[src/rtl/writeback_arbiter.sv]
// Write-back arbiter: owns the register-bank write port, round-robins ALU vs load-return
// writes (one per cycle), and tracks per-register pending writes for RAW stall detection.
module writeback_arbiter #(
    parameter int DATA_W = 8,
    parameter int ADDR_W = 3,
    parameter int NREG   = 2**ADDR_W
) (
    input  logic              i_CLK,
    input  logic              i_RST,
    input  logic              i_Stall,
    input  logic              i_AluValid,
    input  logic [ADDR_W-1:0] i_AluAddr,
    input  logic [DATA_W-1:0] i_AluData,
    output logic              o_AluReady,
    input  logic              i_MemValid,
    input  logic [ADDR_W-1:0] i_MemAddr,
    input  logic [DATA_W-1:0] i_MemData,
    output logic              o_MemReady,
    input  logic              i_IssueValid,
    input  logic [ADDR_W-1:0] i_IssueAddr,
    output logic              o_WriteBack,
    output logic [ADDR_W-1:0] o_AddrRegDest,
    output logic [DATA_W-1:0] o_WriteData,
    output logic [NREG-1:0]   o_Pending
);

    typedef enum logic {GRANT_ALU = 1'b0, GRANT_MEM = 1'b1} grant_e;

    grant_e          last_grant;
    logic            transfer;
    logic [NREG-1:0] set_mask;
    logic [NREG-1:0] clr_mask;

    // On a tie the requester that did not win last time goes first.
    always_comb begin
        o_AluReady = 1'b0;
        o_MemReady = 1'b0;
        if (!i_Stall) begin
            o_AluReady = i_AluValid && (!i_MemValid || last_grant == GRANT_MEM);
            o_MemReady = i_MemValid && (!i_AluValid || last_grant == GRANT_ALU);
        end
    end

    assign transfer = o_AluReady || o_MemReady;

    always_comb begin
        set_mask = '0;
        clr_mask = '0;
        if (i_IssueValid)
            set_mask[i_IssueAddr] = 1'b1;
        if (o_WriteBack)
            clr_mask[o_AddrRegDest] = 1'b1;
    end

    always_ff @(posedge i_CLK or posedge i_RST) begin
        if (i_RST) begin
            last_grant    <= GRANT_ALU;
            o_WriteBack   <= 1'b0;
            o_AddrRegDest <= '0;
            o_WriteData   <= '0;
        end else begin
            o_WriteBack <= transfer;
            if (o_MemReady) begin
                last_grant    <= GRANT_MEM;
                o_AddrRegDest <= i_MemAddr;
                o_WriteData   <= i_MemData;
            end else if (o_AluReady) begin
                last_grant    <= GRANT_ALU;
                o_AddrRegDest <= i_AluAddr;
                o_WriteData   <= i_AluData;
            end
        end
    end

    // Set after clear so a fresh issue to a register being written stays outstanding.
    always_ff @(posedge i_CLK or posedge i_RST) begin
        if (i_RST)
            o_Pending <= '0;
        else
            o_Pending <= (o_Pending & ~clr_mask) | set_mask;
    end

endmodule

[config.mk]
export PLATFORM = sky130hd
export DESIGN_NAME = writeback_arbiter
export DESIGN_NICKNAME = d
export VERILOG_FILES = /design/src/rtl/writeback_arbiter.sv
export SDC_FILE = /design/constraint.sdc
export NUM_CORES = 1
export LEC_CHECK = 0
export CAP_MARGIN = 5
export CORE_MARGIN = 4
export CORE_UTILIZATION = 41
export DETAILED_ROUTE_END_ITERATION = 10
export PLACE_DENSITY = 0.85
export SYNTH_ARGS = -nofsm -noshare
export SYNTH_HDL_FRONTEND = slang
export SYNTH_SLANG_ARGS = --single-unit
[constraint.sdc]
create_clock -name i_CLK -period 1.6 [get_ports i_CLK]
set_input_delay 0.32 -clock i_CLK [delete_from_list [all_inputs] [get_ports i_CLK]]
set_output_delay 0.32 -clock i_CLK [all_outputs]
set_load 0.03 [all_outputs]
### Word-level counts from Yosys, hierarchy flattened

Index checks and enable logic that the tools add are counted.

* register bits after elaboration: 21
* logic and storage cells: 37
* input port bits: 31
* output and inout bits: 22

* bitwise operators: 4
* reductions and logical operators: 10
* order comparisons: 4
* multiplexer cells: 14

Operator list (number)
* $mux 8: 4
* $and 8x8->8: 1
* $lt 3x4->1 const B: 2
* $not 8->8: 1
* $or 8x8->8: 1
* $demux 1 s3: 2
* $ge 3x1->1 const B: 2
* $mux 1: 6
* $mux 3: 2
* $logic_and 1x1->1: 4
* $logic_or 1x1->1: 3
* $logic_not 1->1: 2
* $reduce_bool 2->1: 1
* $not 1->1: 1

### Logic depth before layout (Yosys ltp)

* depth in word-level cells: 8
* mapped depth: 4

### Worst setup path after synthesis

Ideal clock, no wire load.

* path kind: register to output
* from: reg last_grant
* to: out o_MemReady
* arrival: 1.131 ns
* path slack: 0.149 ns
* buffers on the path: 1
* cell stages (with the launch flop): 4
* cells stage by stage: dfrtp_1 and2_2 buf_6 nor2_1

* cells in the longest elaborated chain, start to end: 4

Ends and longest elaborated chain
* from (decl): RTL line 29 `grant_e last_grant;`
* from (signal assigned): RTL line 57 `last_grant <= GRANT_ALU;`
* from (signal assigned): RTL line 64 `last_grant <= GRANT_MEM;`
* from (signal assigned): RTL line 68 `last_grant <= GRANT_ALU;`
* $not 1->1: RTL line 40 `o_MemReady = i_MemValid && (!i_AluValid || last_grant == GRANT_ALU);`
* $logic_or 1x1->1: RTL line 40
* $logic_and 1x1->1: RTL line 40
* $mux 1: RTL line 38 `if (!i_Stall) begin`
* to (decl): RTL line 18 `output logic o_MemReady,`

No other way between the ends.

### Final worst setup path

* from: in i_MemValid
* to: out o_MemReady

* cells in the longest elaborated chain, start to end: 2

Ends and longest elaborated chain
* from (decl): RTL line 15 `input logic i_MemValid,`
* $logic_and 1x1->1: RTL line 40
* $mux 1: RTL line 38

No other way between the ends.

==> reports/results.ini <==
[synth]
syn_nets = 140
synth_seq_cells = 21
syn_area_um2 = 1002
yosysUniqueCellTypes = 17
synth.yosys.seq_area_share_pct = 52.43
ys_warn_count = 0
avgSynthCellArea_um2 = 9.195
synthCells = 109

[timing]
setup_viol = 0
rsz0062_at_grt = no
min_period_ns = 1.533
tightestPinTransition_ns = 0.3779
skew_ns = 0.009872
maxSlewHeadroom_pct = 74.81
layout_setup_ws_ns = 0.06681
min_period_over_period_pct = 95.82
finalSetupTns_ns = 0
fmax_mhz = 652.2
hold_violations = 0
finalMaxSlewViolations = 0

[placement]
dpl.hpwl_mm = 2.272
place_congestion = 0.7501
place_inst = 189
port_buffers = 52
post-place-ws_ns = -0.05895

[outcome]
status = complete, no violations

[die]
rows = 17
die_w_um = 57.44
core_area_um2 = 2276
pin_count = 53
initial_core_util_pct = 44.04
fp.dieH_um = 57.44
die_area_um2 = 3299

[global_routing]
grt_overflow = 0
grt_usage_pct = 18.02
antenna_found_initial = 0
grt_pass1_vias = 1053
grt_pass1_wl_mm = 4.692
grt_start_max_net_pins = 24

[drt]
drc = 0
drt_iter0_drc = 28
num_vias = 1060
wl_per_cell_um = 15.19
via_per_inst = 5.464
postRouteAntennaNets = 0
first_pass_iters = 4
wl_mm = 2.946

[pwr]
cellLeakagePower_nw = 0.6709
p_per_area_nw_per_um2 = 1062
ir_drop_mv = 0.6284
p_total_mw = 1.686

[clock_tree]
cts_tree = yes
clk_latency_ns = 0.30
hold_buffers = 0
clkSlewWorstSetupHoldPaths_ns = 0.13
numCtsBuffers = 3
cts_root_buffer = clkbuf_4
htreeDepth = 1
cts.sinks = 21
cts_max_path_buffers = 2

[final_layout]
area_growth_pct = 58.43
nets = 198
fin_util_pct = 69.76
instances_no_fill = 194
layout.cells.most_common_list = clkdlybuf4s50_1, dfrtp_1, dlygate4sd2_1
final_common_cell = clkdlybuf4s50_1
layout-drive-gt1-share_pct = 10.24
diodes = 0

[min_path]
min_path_type = input port to async pin

[worst_setup_path]
cp_slowest_cell = clkdlybuf4s50_1
crit_fanout = 4
cp-start-kind = input port
path_class = input port to output port
cp.required_ns = 1.28
arrival_ns = 1.21
crit_chain = clkdlybuf4s50_1, nand2b_1, nor2_2, buf_4
end_kind = output port
worst-r2r-setup-slack_ns = 0.32
cpPeakStageDelay_ns = 0.52

[flow_run]
max_cap_violations = 0

-- kinds of logic (layout without fill, tap and decap cells) --
logic type	after synthesis	after routing	share of synthesized area, %
buffers and inverters	8	65	5.493
AOI/OAI and AO/OA	41	41	23.35
DFF	21	21	52.43
and+or+nand+nor	39	39	18.73
-- final cells by class --
| cell class | instances | area [um2] |
|---|---|---|
| Fill cell | 198 | 688.2 |
| Clock inverter | 1 | 5.005 |
| Sequential cell | 21 | 525.5 |
| Timing Repair Buffer | 59 | 560.5 |
| Inverter | 2 | 7.507 |
| Multi-Input combinational cell | 80 | 431.7 |
| Clock buffer | 3 | 22.52 |
| Tap cell | 28 | 35.03 |
-- routing by layer --
metal  share of wire [%]  up-vias  GRT usage [%]
met5                   0        -              0
met3                  11        2          5.204
met2                  50       59          32.42
met1                  38      488          21.13
li1                    -      511              -
met4                0.48        0          3.642
-- flip-flops by register name (all words and copies together) (netlist names) --
name	count
o_Pending	8
o_AddrRegDest	3
last_grant	1
o_WriteData	8
o_WriteBack	1
-- repair_timing --
item                       CTS  global route
buffers inserted             0             1
gates resized for setup     20             4
setup endpoints to repair   20             2
-- cells in the mapped netlist --
cell	instances	area, um2
a21oi_1	1	5.000
nand3_1	11	55.05
nand2_1	6	22.52
o31ai_1	4	30.03
inv_1	2	7.510
nor2_1	12	45.04
buf_6	2	22.52
and2b_1	1	7.510
buf_4	2	15.01
o21ba_2	1	10.01
dfrtp_1	21	525.5
and2_2	1	7.510
o21ai_0	9	45.04
buf_2	2	10.01
nand2b_1	8	50.05
o21ai_1	15	75.07
a31oi_1	11	68.82
-- where the power goes --
part | internal (mW) | switching [mW]
Combinational | 0.279 | 0.439
Clock | 0.0931 | 0.168
Sequential | 0.642 | 0.0653
-- critical path, delay by kind of cell --
kind | cells | cell delay (ns)
AND/OR/NAND/NOR | 2 | 0.21
buffers and inverters | 2 | 0.68
-- final timing paths --
check	start	to	depth (start not counted)
setup / recovery	i_MemValid	o_MemReady	4
hold / removal	i_RST	o_Pending[4]	3
setup reg to reg	last_grant	o_WriteData[7]	4
hold reg to reg	o_Pending[5]	o_Pending[5]	2
max in group asynchronous	i_RST	o_WriteData[6]	3
min in group i_CLK	i_AluValid	last_grant	4
-- metrics by stage --
stage                     hold slack (ns)  instance area [um2]
after CTS                          0.3486                 1565
after detailed placement           0.4929                 1563
after global routing               0.3374                 1588
final                              0.3305                 1588
after floorplan                    0.2965                 1002
after global placement             0.4772                 1563
No activity file was read; power rests on OpenSTA's default activity.
